===== src/rtl/alu_pkg.sv =====
// Shared types for the pipelined ALU: the operation encoding and the NZCV flag bundle.
package alu_pkg;

    typedef enum logic [2:0] {
        OP_ADD = 3'b000,
        OP_SUB = 3'b001,
        OP_AND = 3'b010,
        OP_OR  = 3'b011,
        OP_XOR = 3'b100,
        OP_SLT = 3'b101,
        OP_SLL = 3'b110,
        OP_SRL = 3'b111
    } alu_op_t;

    typedef struct packed {
        logic n;
        logic z;
        logic c;
        logic v;
    } alu_flags_t;

endpackage


===== src/rtl/alu_core.sv =====
// Combinational N-bit ALU: result plus NZCV flags from op, a and b.
// Shared by the single-cycle wrapper and the pipelined alu_pipe.
module alu_core
    import alu_pkg::*;
#(
    parameter int N   = 32,
    parameter int SHW = $clog2(N)
) (
    input  alu_op_t          op,
    input  logic [N-1:0]     a,
    input  logic [N-1:0]     b,
    output logic [N-1:0]     result,
    output alu_flags_t       flags
);

    logic         sub_mode;
    logic [N-1:0] b_eff;
    logic [N-1:0] sum;
    logic         carry;
    logic         ovf;
    logic [SHW-1:0] shamt;

    // Single adder serves ADD, SUB and the SLT comparison (SUB and SLT use a + ~b + 1).
    always_comb begin
        sub_mode     = (op == OP_SUB) || (op == OP_SLT);
        b_eff        = sub_mode ? ~b : b;
        {carry, sum} = {1'b0, a} + {1'b0, b_eff} + {{N{1'b0}}, sub_mode};
        ovf          = (a[N-1] == b_eff[N-1]) && (sum[N-1] != a[N-1]);
        shamt        = b[SHW-1:0];
    end

    // Result select and flag generation; C and V only carry meaning for ADD/SUB.
    always_comb begin
        result  = '0;
        flags   = '0;
        case (op)
            OP_ADD, OP_SUB: begin
                result  = sum;
                flags.c = carry;
                flags.v = ovf;
            end
            OP_AND: result = a & b;
            OP_OR:  result = a | b;
            OP_XOR: result = a ^ b;
            // signed less-than: sign of the difference corrected by its overflow
            OP_SLT: result = {{(N-1){1'b0}}, sum[N-1] ^ ovf};
            OP_SLL: result = a << shamt;
            OP_SRL: result = a >> shamt;
            default: result = '0;
        endcase
        flags.n = result[N-1];
        flags.z = (result == '0);
    end

endmodule


===== src/rtl/alu_pipe.sv =====
// Two-stage pipelined ALU with valid/ready handshake on both sides,
// accumulator operand mode and a sticky overflow indicator.
// S1 holds the accepted operation; compute happens as S1 moves into S2, which drives the outputs.
module alu_pipe
    import alu_pkg::*;
#(
    parameter int N   = 32,
    parameter int SHW = $clog2(N)
) (
    input  logic         clk,
    input  logic         reset,
    input  logic         in_valid,
    output logic         in_ready,
    input  alu_op_t      in_op,
    input  logic         in_acc,
    input  logic [N-1:0] in_a,
    input  logic [N-1:0] in_b,
    output logic         out_valid,
    input  logic         out_ready,
    output logic [N-1:0] out_result,
    output alu_flags_t   out_flags,
    output logic         sticky_v,
    input  logic         sticky_clr
);

    logic         s1_valid;
    alu_op_t      s1_op;
    logic         s1_acc;
    logic [N-1:0] s1_a;
    logic [N-1:0] s1_b;

    logic         s2_valid;
    logic [N-1:0] s2_result;
    alu_flags_t   s2_flags;

    logic [N-1:0] acc_q;
    logic         sticky_q;

    logic         s1_adv;
    logic         s2_adv;
    logic         accept;
    logic [N-1:0] core_a;
    logic [N-1:0] core_result;
    alu_flags_t   core_flags;

    // Handshake: S2 frees when empty or consumed; S1 moves when it has an op and S2 frees.
    always_comb begin
        s2_adv   = !s2_valid || out_ready;
        s1_adv   = s1_valid && s2_adv;
        in_ready = !s1_valid || s2_adv;
        accept   = in_valid && in_ready;
        // accumulator holds the result of the previous op in program order at this compute edge
        core_a   = s1_acc ? acc_q : s1_a;
    end

    alu_core #(.N(N), .SHW(SHW)) u_core (
        .op     (s1_op),
        .a      (core_a),
        .b      (s1_b),
        .result (core_result),
        .flags  (core_flags)
    );

    // Stage 1: capture the offered operation on accept.
    always_ff @(posedge clk or posedge reset) begin
        if (reset) begin
            s1_valid <= 1'b0;
            s1_op    <= OP_ADD;
            s1_acc   <= 1'b0;
            s1_a     <= '0;
            s1_b     <= '0;
        end else if (accept) begin
            s1_valid <= 1'b1;
            s1_op    <= in_op;
            s1_acc   <= in_acc;
            s1_a     <= in_a;
            s1_b     <= in_b;
        end else if (s1_adv) begin
            s1_valid <= 1'b0;
        end
    end

    // Stage 2: capture the computed result; hold it while the consumer stalls.
    always_ff @(posedge clk or posedge reset) begin
        if (reset) begin
            s2_valid  <= 1'b0;
            s2_result <= '0;
            s2_flags  <= '0;
        end else if (s1_adv) begin
            s2_valid  <= 1'b1;
            s2_result <= core_result;
            s2_flags  <= core_flags;
        end else if (out_ready) begin
            s2_valid  <= 1'b0;
        end
    end

    // Accumulator follows every computed result.
    always_ff @(posedge clk or posedge reset) begin
        if (reset) begin
            acc_q <= '0;
        end else if (s1_adv) begin
            acc_q <= core_result;
        end
    end

    // Sticky overflow: a new overflow in the same cycle as a clear keeps the bit set.
    always_ff @(posedge clk or posedge reset) begin
        if (reset) begin
            sticky_q <= 1'b0;
        end else begin
            sticky_q <= (s1_adv && core_flags.v) || (sticky_q && !sticky_clr);
        end
    end

    assign out_valid  = s2_valid;
    assign out_result = s2_result;
    assign out_flags  = s2_flags;
    assign sticky_v   = sticky_q;

endmodule


===== config.mk =====
export PLATFORM = sky130hd
export DESIGN_NAME = alu_pipe
export DESIGN_NICKNAME = d
export VERILOG_FILES = /design/src/rtl/alu_pkg.sv /design/src/rtl/alu_core.sv /design/src/rtl/alu_pipe.sv
export SDC_FILE = /design/constraint.sdc
export NUM_CORES = 1
export LEC_CHECK = 0
export CAP_MARGIN = 20
export CORE_ASPECT_RATIO = 1.25
export CORE_MARGIN = 1.5
export CORE_UTILIZATION = 35
export CTS_BUF_LIST = sky130_fd_sc_hd__clkbuf_4 sky130_fd_sc_hd__clkbuf_8
export DETAILED_ROUTE_END_ITERATION = 12
export GPL_TIMING_DRIVEN = 0
export MAX_ROUTING_LAYER = met4
export PLACE_DENSITY_LB_ADDON = 0.05
export SYNTH_ARGS = -nofsm -noshare
export SYNTH_HDL_FRONTEND = slang
export SYNTH_SLANG_ARGS = --single-unit

===== constraint.sdc =====
create_clock -name clk -period 12.9 [get_ports clk]
set_input_delay 2.58 -clock clk [delete_from_list [all_inputs] [get_ports clk]]
set_output_delay 2.58 -clock clk [all_outputs]
set_load 0.02 [all_outputs]

=== Yosys cells after proc, flatten, opt, wreduce, memory -nomap -nowiden ===
Cells that the tools add are included.

* Equal/unequal tests: 9
* Magnitude comparators: 0
* $mul: 0
* Add/sub/neg operators: 2
* Shift-type cells: 2
* Bitwise gates (word level): 5
* Div/mod/pow operators: 0
* Reductions and logical operators: 17
* Muxes and demuxes: 8

{| class="wikitable"
|+ Operators with widths
! kind !! count
|-
| 32-bit one-hot mux with 7 select lines || 1
|-
| 32-bit 2-to-1 mux || 2
|-
| 32-bit by 32-bit adder with 33-bit output || 1
|-
| 33-bit by 1-bit adder with 33-bit output || 1
|-
| 32-bit bitwise AND || 1
|-
| 32-bit logical NOT || 1
|-
| 32-bit NOT || 1
|-
| 32-bit OR || 1
|-
| 32-bit by 5-bit left shift with 32-bit output || 1
|-
| 32-bit by 5-bit right shift with 32-bit output || 1
|-
| 32-bit bitwise XOR || 1
|-
| 3-bit equality test (second input constant) || 4
|-
| 3-bit by 2-bit equality test with 1-bit output (second input constant) || 2
|-
| 1-bit logical AND || 5
|-
| 1-bit logical OR || 4
|-
| 1-bit 2-to-1 mux || 4
|-
| 2-bit nonzero test || 2
|-
| 3-bit by 1-bit equality test with 1-bit output (second input constant) || 1
|-
| 1-bit logical NOT || 3
|-
| 3-bit logical NOT || 1
|-
| 2-bit 2-to-1 mux || 1
|-
| 2-bit OR reduction || 1
|-
| 1-bit equality test || 1
|-
| 1-bit inequality test || 1
|-
| 1-bit bitwise XOR || 1
|}

* Memories: 0
* Bits in latches: 0
* Output and inout bits: 39
* Word-level logic and storage cells: 55
* Memory bits (read-only): 0
* Register bits: 107
* Bits in writable memories: 0
* Input bits: 73

=== Logic depth before layout (Yosys ltp) ===
Gate-level depths: netlist of the first run.

* Depth after elaboration: 10
* Gate-level depth with buffers: 18
* Depth with buffers taken out: 14

=== By module ===
From an unflattened synthesis of the first run, not the netlist that was laid out.

* Cell total of the unflattened synthesis: 1347
* Area total of the unflattened synthesis: 12135.4 um^2

{| class="wikitable"
|+ Modules (own cells, without submodules)
! module !! cells an instance !! instances !! seq. area each (um^2) !! area each (um^2)
|-
| alu_core || 1080 || 1 || 0.0 || 7641.1
|-
| alu_pipe || 267 || 1 || 2677.6 || 4494.3
|}

=== Worst setup path after synthesis of the first run ===
No wires, ideal clock.

* Kind: input port to output port
* Start: in out_ready
* End: out in_ready
* Arrival time: 2.863 ns
* Path slack: 7.457 ns
* Data required time: 10.320 ns
* Stages on the path: 1
* Buffers on the path: 0
* Path through: nand3b_1

* Word-level cells in the longest chain between the ends: 2

{| class="wikitable"
|+ Ends and longest elaborated chain
! what !! RTL line !! source
|-
| start, declared || alu_pipe.sv:19 || <nowiki>input logic out_ready,</nowiki>
|-
| 1-bit logical OR || alu_pipe.sv:48 || <nowiki>s2_adv = !s2_valid || out_ready;</nowiki>
|-
| 1-bit logical OR || alu_pipe.sv:50 || <nowiki>in_ready = !s1_valid || s2_adv;</nowiki>
|-
| end, declared || alu_pipe.sv:13 || <nowiki>output logic in_ready,</nowiki>
|}

No other way between the ends.

=== Worst setup path in the final report of the first run ===
* Start: reg s1_b[1]
* End: reg s2_flags (netlist bit out_flags[2])

* Word-level cells in the longest chain between the ends: 9
* Elaborated cells on any way between the ends: 14
* Classes of those cells: add/sub (2); eq/ne (1); shift (2); mux (2); bitwise (5); reduce/logical (2)

{| class="wikitable"
|+ Ends and longest elaborated chain
! what !! RTL line !! source
|-
| start, declared || alu_pipe.sv:30 || <nowiki>logic [N-1:0] s1_b;</nowiki>
|-
| start signal, assigned || alu_pipe.sv:77 || <nowiki>s1_b <= in_b;</nowiki>
|-
| 32-bit NOT || alu_core.sv:26 || <nowiki>b_eff = sub_mode ? ~b : b;</nowiki>
|-
| 32-bit 2-to-1 mux || alu_core.sv:26 ||
|-
| 32-bit by 32-bit adder with 33-bit output || alu_core.sv:27 || <nowiki>{carry, sum} = {1'b0, a} + {1'b0, b_eff} + {{N{1'b0}}, sub_mode};</nowiki>
|-
| 33-bit by 1-bit adder with 33-bit output || alu_core.sv:27 ||
|-
| 1-bit inequality test || alu_core.sv:28 || <nowiki>ovf = (a[N-1] == b_eff[N-1]) && (sum[N-1] != a[N-1]);</nowiki>
|-
| 1-bit logical AND || alu_core.sv:28 ||
|-
| 1-bit bitwise XOR || alu_core.sv:46 || <nowiki>OP_SLT: result = {{(N-1){1'b0}}, sum[N-1] ^ ovf};</nowiki>
|-
| 32-bit one-hot mux with 7 select lines * || alu_core.sv:36 || <nowiki>case (op)</nowiki>
|-
| 32-bit logical NOT * || alu_core.sv:52 || <nowiki>flags.z = (result == '0);</nowiki>
|-
| end signal, assigned || alu_pipe.sv:92 || <nowiki>s2_flags <= core_flags;</nowiki>
|-
| end, declared || alu_pipe.sv:34 || <nowiki>alu_flags_t s2_flags;</nowiki>
|}

Every way passes the cells marked *; elsewhere a longest branch is shown, timed or not.
A chain may end at the register's enable or synchronous reset.

==> impl_results.md, run 1 <==
- Crit path cell chain: buf_2, buf_1, buf_1, buf_2, buf_1, xnor2_1, ha_1, nand3_1, o21ai_0, o211ai_1, a21boi_0, o22ai_1, o31a_1, a41oi_1, nand2_1, nor4_1, a41o_1
- Number of CTS-inserted buffers: 9
- Starting Density: 35.49%
- Via-to-Cell Ratio: 6.817
- Clk root buf: clkbuf_8
- Failing checks: slew limit
- Worst-path clk slew: between 0.1 and 0.15 ns
- RSZ-0062 raised after global routing: no
- Drt wl/cell: 38.17 um
- Slew at the pin closest to its max-slew limit: 1.562 ns
- Seq/Total Area, Yosys: 20.64%
- Post-Syn Area per Cell: 8.912 um2
- Max-cap viol count: 0
- Max IR drop VDD: 0.1114 mV
- Critical Path RT: roughly 13 ns
- CP Launch Type: flip-flop
- Via count: 14000
- Final cycle utilization of the critical path: 64.90%
- Post_cts resized: 0
- Crit path launch: s1_b[1]
- CP max stage cell: buf_1
- FMAX: about 120 MHz
- Met3 usage: 8.788%
- Nets: between 1500 and 2000
- Reg-to-reg slack, setup: approximately 4.5 ns
- Worst Setup End Kind: flip-flop
- FF+latch area: about 0.0027 mm2
- Layout cells sized above 1: around 15%
- Clk buf depth: 2
- DR iter-0 viols: roughly 1800
- Syn Inst Count: between 1000 and 1500
- Cell mode on critical path: buf_1
- H-tree depth: 3
- Hold Violations, Final: 0
- Crit path max fanout: 10
- Post-synth EDFFs: 0
- CP Class: reg -> reg
- # rows: 78
- First-pass GRT wire length: ~110000 um
- Power, Total: 3.290 mW
- Fin crit period: 8.373 ns
- Top-area cell type share of the netlist area: 20.64%
- Drt pass-1 iters: 6
- Area growth, synth to finish: 15.32%
- Worst Skew: 0.03758 ns
- TritonCTS clock tree: built
- Netlist area before placement: 0.01285 mm2
- Most used DFF post-synth: dfrtp_1
- Final instance area: ~0.015 mm2
- # port buffers: 111
- Clk_lat worst skew: 0.49 ns
- Reg-to-reg startpoint: s1_b[1]
- Slowest stage delay, CP: 0.79 ns
- Setup tns final: 0 ns
- Post-synth top area cell: dfrtp_1
- Ranking of synthesized cells by area: dfrtp_1 (21%), mux4_2 (10%), ha_1 (9.4%)
- Vias in the first global route: 13610
- # DRC: 0
- Final HPWL DP: 61910 um
- Max-slew headroom: -4.158%
- Yosys warns: 0
- PD cells: 222.0 mW/mm2
- Die footprint: 0.03788 mm2
- Ys async rst share: 100.0%
- Net count after synthesis: around 1600
- Core Box Area: 0.03621 mm2
- Final setup fails: 0
- Total wire length: 78410 um
- M2 GR Usage: 64.53%
- Arrival time worst endpoint: 8.78 ns
- Hold WC Path Type: reg -> reg
- Worst flop-to-flop path endpoint: out_flags[2]
- Gpl congestion: 1.106
- Total Routing Usage GR: 42.55%
- Fillers: 3694
- Crit path to: out_flags[2]
- Initial antenna violation count: 1
- Worst reg2reg path depth: 17
- Area of the multi-input gates: 0.009430 mm2
- GRT overflow: 0
- DP Area: 0.01463 mm2
- Post-CTS Setup Inserts: 0
- Final ANT Viol Nets: 0
- #FFs+latches synth: 106
- Synth cell types: 94
- Hold buffers post-CTS: 0
- Status: finished, violations left
- GRT Max-Usage Layer: met2
- Final slew viol count: 4
- Clock sink count: 106
- I/O pins: 112
- Leak: 5.949 nW
- Pin count of the biggest net entering global routing: 70
- Met1 GRT Util: 50.85%
- Die H: 217.2 um
- Die Span X: 174.4 um
-- registers in the layout, indices dropped and copies added (netlist names) --
signal	count
sticky_v	1
s1_a	32
s1_acc	1
s1_op	3
out_valid	1
out_flags	4
s1_b	32
s1_valid	1
acc_q	31
-- worst max-delay path: cells and delay by family (launching register included) --
kind            cells  cell delay, ns
fa+ha+maj           1            0.37
xor+xnor            1            0.22
compound gates      7            3.17
simple gates        3            0.79
flops               1            0.63
buf+inv             5            3.09
-- metrics by stage --
stage / hold slack, ns / setup slack (ns) / std cells / utilization (%)
6_report: 0.5127 / 4.527 / 2054 / 40.93
5_1_grt: 0.5403 / 4.600 / 2054 / 40.93
4_1_cts: 0.5173 / 5.017 / 2053 / 40.93
3_5_place_dp: 0.4786 / 5.071 / 2038 / 40.41
3_3_place_gp: 0.4874 / 4.674 / 2033 / 40.22
2_1_floorplan: 0.4711 / 7.457 / 1442 / -
-- cell type report --
type | count | area share, %
repair buffers | 116 | 7.868
inverters | 83 | 2.119
flip-flops and latches | 106 | 17.90
clock buffers | 10 | 0.9287
clock inverters | 5 | 0.3208
well taps | 480 | 4.052
diodes | 1 | 0.01688
plain buffers | 105 | 3.166
multi-input cells | 1148 | 63.63
-- power by group --
part           switching [mW]  internal, mW  total [mW]
Combinational            1.68         0.842        2.53
Clock                   0.154        0.0777       0.232
Sequential              0.120         0.412       0.532
-- cells by family (layout without fill, tap and decap cells) --
group | after synthesis | after routing | synth area share, %
AND/OR/NAND/NOR | 408 | 408 | 15.55
AO/OA/AOI/OAI | 386 | 386 | 21.19
multiplexers | 206 | 206 | 23.54
buffers and inverters | 188 | 319 | 6.075
flip-flops | 106 | 106 | 20.64
adder cells (fa/ha/maj) | 98 | 98 | 9.600
XOR/XNOR | 50 | 50 | 3.408
other | 0 | 1 | 0
-- layer usage --
layer  up-vias  share of wire (%)
met5         -                  0
met4         0                8.4
met3       324                9.3
met2       974                 44
met1      6981                 38
li1       5723                  -
-- cell usage in the layout, fill, tap and decap left out, drive strengths merged, types with 7 or more instances in the layout --
cell           netlist  routed
nand2              144     144
clkdlybuf4s50        0     111
dfrtp              106     106
ha                  97      97
nor2                92      92
inv                 82      84
mux2                78      78
mux2i               70      70
clkbuf              58      68
o21ai               67      67
mux4                58      58
a21oi               54      54
buf                 47      52
o22ai               42      42
xnor2               40      40
a22oi               36      36
nand2b              25      25
nand3               22      22
a211oi              21      21
nor3                21      21
nand4               16      16
o211ai              15      15
a221oi              13      13
and3                12      12
nor2b               12      12
a31oi               11      11
a21o                11      11
nor4                11      11
o21a                10      10
xor2                10      10
and4                 9       9
o221ai               9       9
o311ai               9       9
and2                 8       8
nand3b               7       7
o211a                7       7
a211o                7       7
a221o                7       7
-- synthesized netlist by cell type, types with 16 or more instances --
cell type and number:
mux4_2 58, nand4_1 16, a211oi_1 21, nor3_1 20, mux2_2 75, a22oi_1 36, a21oi_1 54, buf_1 28
clkbuf_1 58, ha_1 97, o22ai_1 42, dfrtp_1 106, nand2_1 144, nand2b_1 25, o21ai_0 63, nand3_1 22
mux2i_1 50, xnor2_1 40, inv_1 61, inv_2 21, nor2_1 92
-- how the worst min path moves through the flow --
stage | from | end | slack [ns] | cells after the start
after CTS | out_flags[0] | out_flags[0] | 0.52 | 2
final | out_flags[0] | out_flags[0] | 0.51 | 2
after floorplan | s1_valid | out_valid | 0.47 | 1
after global routing | s1_a[5] | s1_a[5] | 0.54 | 1
after detailed placement | out_flags[1] | out_flags[1] | 0.48 | 2
after global placement | out_flags[0] | out_flags[0] | 0.49 | 2
Power figures use the tool's default switching activity.
==> run 2, diff against run 1 <==
clock period = 8.7 ns   (was 12.9 ns; I/O delays follow)
==> results of run 2 <==
Same layout as run 1 (identical final DEF). Status: finished, violations left: slew limit.
Main changes from that run: setup slack after placement 5.071 ns -> 0.8710 ns; setup slack after layout 4.527 ns -> 0.3274 ns; register-to-register setup slack 4.53 ns -> 0.33 ns; total power 3.290 mW -> 4.879 mW; worst IR drop on VDD 0.1114 mV -> 0.1652 mV
